**config.mk**
```make
export PLATFORM = sky130hd
export DESIGN_NAME = mem_arbiter_flat
export DESIGN_NICKNAME = d
export VERILOG_FILES = /design/src/rtl/mem_arbiter_if.sv /design/src/rtl/mem_arbiter.sv /design/src/flat_wrapper.sv
export SDC_FILE = /design/constraint.sdc
export NUM_CORES = 1
export LEC_CHECK = 0
export BUFFER_PORTS_ARGS = -buffer_cell sky130_fd_sc_hd__buf_2
export CORE_AREA = 2 2 106 108
export CTS_CLUSTER_SIZE = 14
export DETAILED_ROUTE_END_ITERATION = 7
export DIE_AREA = 0 0 108 110
export PLACE_DENSITY_LB_ADDON = 0.1
export SYNTH_ARGS = -nofsm -noshare
export SYNTH_HDL_FRONTEND = slang
export SYNTH_SLANG_ARGS = --single-unit
```
**constraint.sdc**
```tcl
create_clock -name clk -period 3.43 [get_ports clk]
set_input_delay 1.029 -clock clk [delete_from_list [all_inputs] [get_ports clk]]
set_output_delay 1.029 -clock clk [all_outputs]
set_load 0.005 [all_outputs]
```
**src/rtl/mem_arbiter_if.sv**
```systemverilog
// mem_arbiter_if: fetch, data and unified memory bus signals of the arbiter
interface mem_arbiter_if;
  logic        imem_valid;
  logic [31:0] imem_addr;
  logic [31:0] imem_rdata;
  logic        imem_ready;
  logic        dmem_valid;
  logic [31:0] dmem_addr;
  logic [31:0] dmem_wdata;
  logic [3:0]  dmem_wstrb;
  logic [31:0] dmem_rdata;
  logic        dmem_ready;
  logic        mem_valid;
  logic        mem_instr;
  logic [31:0] mem_addr;
  logic [31:0] mem_wdata;
  logic [3:0]  mem_wstrb;
  logic [31:0] mem_rdata;
  logic        mem_ready;
  modport slave (
    input  imem_valid, imem_addr, dmem_valid, dmem_addr, dmem_wdata, dmem_wstrb, mem_rdata, mem_ready,
    output imem_rdata, imem_ready, dmem_rdata, dmem_ready, mem_valid, mem_instr, mem_addr, mem_wdata, mem_wstrb
  );
  modport master (
    output imem_valid, imem_addr, dmem_valid, dmem_addr, dmem_wdata, dmem_wstrb, mem_rdata, mem_ready,
    input  imem_rdata, imem_ready, dmem_rdata, dmem_ready, mem_valid, mem_instr, mem_addr, mem_wdata, mem_wstrb
  );
endinterface

```
**src/rtl/mem_arbiter.sv**
```systemverilog
// mem_arbiter: data-priority arbiter of fetch and load/store onto one memory bus with starvation guard
module mem_arbiter #(
  parameter int starve_limit = 4
) (
  input logic         clk,
  input logic         rst,
  mem_arbiter_if.slave bus
);
  localparam int sw = $clog2(starve_limit + 1);
  localparam logic [1:0] idle = 2'd0, gnt_i = 2'd1, gnt_d = 2'd2, done = 2'd3;
  logic [1:0]    state_q, state_d;
  logic [sw-1:0] scnt_q, scnt_d;
  logic          instr_q, instr_d;
  logic [31:0]   addr_q, addr_d, wdata_q, wdata_d;
  logic [3:0]    wstrb_q, wstrb_d;
  logic          starving, win_d, win_i, load, busy;
  always_comb begin
    starving = bus.imem_valid && scnt_q == sw'(starve_limit);
    win_d    = bus.dmem_valid && !starving;
    win_i    = bus.imem_valid && (!bus.dmem_valid || starving);
    load     = state_q == idle && (win_d || win_i);
    busy     = state_q == gnt_i || state_q == gnt_d;
    state_d  = state_q == idle ? (win_d ? gnt_d : win_i ? gnt_i : idle) :
               busy ? (bus.mem_ready ? done : state_q) : idle;
    scnt_d   = !load ? scnt_q :
               (win_i || !bus.imem_valid) ? '0 :
               scnt_q == sw'(starve_limit) ? scnt_q : scnt_q + sw'(1);
    instr_d  = load ? win_i : instr_q;
    addr_d   = load ? (win_i ? bus.imem_addr & ~32'd3 : bus.dmem_addr) : addr_q;
    wdata_d  = load ? (win_i ? 32'd0 : bus.dmem_wdata) : wdata_q;
    wstrb_d  = load ? (win_i ? 4'd0 : bus.dmem_wstrb) : wstrb_q;
  end
  always_ff @(posedge clk or posedge rst) begin
    if (rst) begin
      state_q <= idle;
      scnt_q  <= '0;
      instr_q <= 1'b0;
      addr_q  <= '0;
      wdata_q <= '0;
      wstrb_q <= '0;
    end else begin
      state_q <= state_d;
      scnt_q  <= scnt_d;
      instr_q <= instr_d;
      addr_q  <= addr_d;
      wdata_q <= wdata_d;
      wstrb_q <= wstrb_d;
    end
  end
  assign bus.mem_valid  = busy;
  assign bus.mem_instr  = busy && instr_q;
  assign bus.mem_addr   = busy ? addr_q : 32'd0;
  assign bus.mem_wdata  = busy ? wdata_q : 32'd0;
  assign bus.mem_wstrb  = busy ? wstrb_q : 4'd0;
  assign bus.imem_ready = state_q == gnt_i && bus.mem_ready;
  assign bus.dmem_ready = state_q == gnt_d && bus.mem_ready;
  assign bus.imem_rdata = bus.imem_ready ? bus.mem_rdata : 32'd0;
  assign bus.dmem_rdata = bus.dmem_ready ? bus.mem_rdata : 32'd0;
endmodule

```
**src/flat_wrapper.sv**
```systemverilog
// flat-port wrapper written by rule: the top's interface ports become plain ports
module mem_arbiter_flat 
#(
  parameter int starve_limit = 4
)
  (clk, rst, bus_imem_valid, bus_imem_addr, bus_dmem_valid, bus_dmem_addr, bus_dmem_wdata, bus_dmem_wstrb, bus_mem_rdata, bus_mem_ready, bus_imem_rdata, bus_imem_ready, bus_dmem_rdata, bus_dmem_ready, bus_mem_valid, bus_mem_instr, bus_mem_addr, bus_mem_wdata, bus_mem_wstrb);
  mem_arbiter_if bus_i ();
  input logic clk;
  input logic rst;
  input wire logic [$bits(bus_i.imem_valid)-1:0] bus_imem_valid;
  input wire logic [$bits(bus_i.imem_addr)-1:0] bus_imem_addr;
  input wire logic [$bits(bus_i.dmem_valid)-1:0] bus_dmem_valid;
  input wire logic [$bits(bus_i.dmem_addr)-1:0] bus_dmem_addr;
  input wire logic [$bits(bus_i.dmem_wdata)-1:0] bus_dmem_wdata;
  input wire logic [$bits(bus_i.dmem_wstrb)-1:0] bus_dmem_wstrb;
  input wire logic [$bits(bus_i.mem_rdata)-1:0] bus_mem_rdata;
  input wire logic [$bits(bus_i.mem_ready)-1:0] bus_mem_ready;
  output wire logic [$bits(bus_i.imem_rdata)-1:0] bus_imem_rdata;
  output wire logic [$bits(bus_i.imem_ready)-1:0] bus_imem_ready;
  output wire logic [$bits(bus_i.dmem_rdata)-1:0] bus_dmem_rdata;
  output wire logic [$bits(bus_i.dmem_ready)-1:0] bus_dmem_ready;
  output wire logic [$bits(bus_i.mem_valid)-1:0] bus_mem_valid;
  output wire logic [$bits(bus_i.mem_instr)-1:0] bus_mem_instr;
  output wire logic [$bits(bus_i.mem_addr)-1:0] bus_mem_addr;
  output wire logic [$bits(bus_i.mem_wdata)-1:0] bus_mem_wdata;
  output wire logic [$bits(bus_i.mem_wstrb)-1:0] bus_mem_wstrb;
  assign bus_i.imem_valid = bus_imem_valid;
  assign bus_i.imem_addr = bus_imem_addr;
  assign bus_i.dmem_valid = bus_dmem_valid;
  assign bus_i.dmem_addr = bus_dmem_addr;
  assign bus_i.dmem_wdata = bus_dmem_wdata;
  assign bus_i.dmem_wstrb = bus_dmem_wstrb;
  assign bus_i.mem_rdata = bus_mem_rdata;
  assign bus_i.mem_ready = bus_mem_ready;
  assign bus_imem_rdata = bus_i.imem_rdata;
  assign bus_imem_ready = bus_i.imem_ready;
  assign bus_dmem_rdata = bus_i.dmem_rdata;
  assign bus_dmem_ready = bus_i.dmem_ready;
  assign bus_mem_valid = bus_i.mem_valid;
  assign bus_mem_instr = bus_i.mem_instr;
  assign bus_mem_addr = bus_i.mem_addr;
  assign bus_mem_wdata = bus_i.mem_wdata;
  assign bus_mem_wstrb = bus_i.mem_wstrb;
  mem_arbiter #(.starve_limit(starve_limit)) u_core (.clk(clk), .rst(rst), .bus(bus_i));
endmodule
```
==> reports/results.ini <==
[cts]
cts_tree=built
clockBufferDepth=2
postCtsSetupBuffers=0
cts_resized=0
clkTransAtPathRegs_ns=0.08
clock_sinks=74
root_buffer=clkbuf_8
insertion_delay_ns=0.35
htree_levels=3
cts_buffers=9
postCtsHoldBufs=0

[final_layout]
n_fill_cell=1001
fin_util=0.555
diodes=0
drive_gt1_frac=0.478
area_growth_pct=39.4
final_area_sq_mm=0.00594
final_nets=834

[power_and_ir_drop]
clkPwrFrac=0.157
p_sw_frac=0.400
power_leakage_nw=3.51
p_int_mw=2.76
vdd_ir_drop_max_v=0.000310
power_density_mw_per_mm2=775
pwr-share-comb=0.529
pwr-share-seq=0.314
switching_power_mw=1.84

[route]
vias_per_cell=5.27
ant_nets=0
firstDrtPassIters=4
drc=0
via_count=4413
routed_wl_um=13700
drt-initial-drc-count=333
wl_per_cell_um=16.4

[floorplanning]
dieHeight_um=110
coreArea_sq_mm=0.0107
fp.dieW_um=108
num_rows=38
die_area_sq_mm=0.0119
start_util=0.398
pin_count=273

[logic_synthesis]
synth_top_cell_by_area=dfrtp_1
syn_nets=590
synth_seq_cells=74
seq_area_frac_synth=0.434
netlist_instances=448
ys_warn_count=0
syn_area_sq_mm=0.00426
synth_common_cells=dfrtp_1 (74), and2_1 (72), and3_1 (64)
avgSynthCellArea_sq_um=9.52
synth_most_common_cell=dfrtp_1
async_reset_ff_frac=1.00
yosys-top-cells-area=dfrtp_1 (43%), and2_1 (11%), and3_1 (9.4%)
ys_types=28
synth_flop_cell=dfrtp_1
synth-edff-count=0
synth_top_area_frac=0.434

[grt]
gr-usage-all-layers=0.220
antenna_found_initial=0
grt_pass1_vias=4198
gr-total-overflow=0
grt_max_degree=44
grt_pass1_wl_um=20600

[place]
portBuffers=270
gp_congestion=0.746
placed_area_sq_mm=0.00573
hpwl_um=9670

[timing]
worst-slew-pin-transition_ns=0.956
setup_viol=0
slew_headroom=0.363
min_period_over_period=0.893
finalMaxSlewViolations=0
skew_ns=0.0107
max_freq_ghz=0.327
final-hold-violation-count=0
rsz0062_at_grt=no
fin_tns_setup_ns=0
fin_crit_ns=3.06

[setup_path]
crit_arrival_ns=2.03
critPathKind=reg -> out
worst_ep_required_time_ns=2.40
endpoint_kind=primary output
critPathLaunchType=flip-flop
critical_path.max_fanout=33

[run_status]
status=finished clean

[run]
cap_violations=0

[worst_hold_path]
hold_class=reg -> reg

## cells by family after synthesis
| family | synth area share |
|---|---|
| AND/OR/NAND/NOR | 0.305 |
| buffers and inverters | 0.0575 |
| flip-flops | 0.434 |
| AO/OA/AOI/OAI | 0.188 |
| adder cells (fa/ha/maj) | 0.0147 |
## worst max-delay path, stage by stage (launching register included)
cell and delay [ns]:
dfrtp_1 0.40, inv_1 0.10, ha_1 0.79, and3_1 0.27
buf_2 0.14
## state kept, by name, indices dropped and copies added (netlist names)
name,flops
u_core.wdata_q,32
u_core.addr_q,32
u_core.wstrb_q,4
u_core.state_q,2
u_core.scnt_q,3
u_core.instr_q,1
## per-stage QoR
step | setup WS (ns) | total power, mW | hold slack, ns | cells
finish | 0.368 | 4.60 | 0.488 | 837
global route | 0.243 | 4.97 | 0.510 | 837
CTS | 0.341 | 4.66 | 0.490 | 837
detailed placement | 0.510 | 3.91 | 0.468 | 821
global placement | 0.551 | 3.87 | 0.463 | 821
floorplan | 0.519 | 2.92 | 0.448 | 448
## final cells by class
class	instances	area, sq um	share of cell area
clock buffer	11	151	0.0255
sequential	74	1850	0.312
timing repair buffer	282	1490	0.251
clock inverter	5	60.1	0.0101
inverter	5	20.0	0.00337
tap	140	175	0.0295
multi-input combinational	320	2190	0.369
## per-layer routing
layer	wire [um]	track usage	vias to the layer above
met5	0	0	-
met4	416	0.0897	0
met3	1130	0.0570	34
met2	6800	0.387	208
met1	5380	0.255	2092
li1	-	-	2079
## power by group through the flow
| stage | Clock [mW] | Sequential, mW | Combinational (mW) |
|---|---|---|---|
| after floorplan | 0 | 1.40 | 1.52 |
| after global placement | 0 | 1.44 | 2.43 |
| after detailed placement | 0 | 1.46 | 2.46 |
| after CTS | 0.746 | 1.44 | 2.47 |
| after global routing | 0.776 | 1.49 | 2.71 |
| final | 0.725 | 1.44 | 2.43 |
## final timing paths
kind	slack (ns)	end	cells after the start	from
setup / recovery	0.37	bus_dmem_rdata[0]	4	u_core.state_q[0]
hold / removal	0.49	u_core.addr_q[7]	2	u_core.addr_q[7]
setup reg to reg	1.33	u_core.addr_q[26]	7	u_core.state_q[0]
hold reg to reg	0.49	u_core.addr_q[7]	2	u_core.addr_q[7]
max in group asynchronous	1.99	u_core.addr_q[23]	3	rst
min in group asynchronous	0.70	u_core.wstrb_q[3]	2	rst
## cells in the final DEF, fill, tap and decap left out, drive strengths merged, types with 2 or more instances in the layout
master | Yosys | layout
nor2 | 3 | 3
buf | 12 | 282
nand2 | 63 | 63
a22o | 39 | 39
clkinv | 0 | 2
clkbuf | 37 | 11
o211ai | 30 | 30
nand4 | 30 | 30
inv | 5 | 6
ha | 5 | 5
and2 | 72 | 72
a21oi | 2 | 2
and3 | 64 | 64
o21ai | 2 | 2
dfrtp | 74 | 74
No activity file was read; power rests on OpenSTA's default activity.
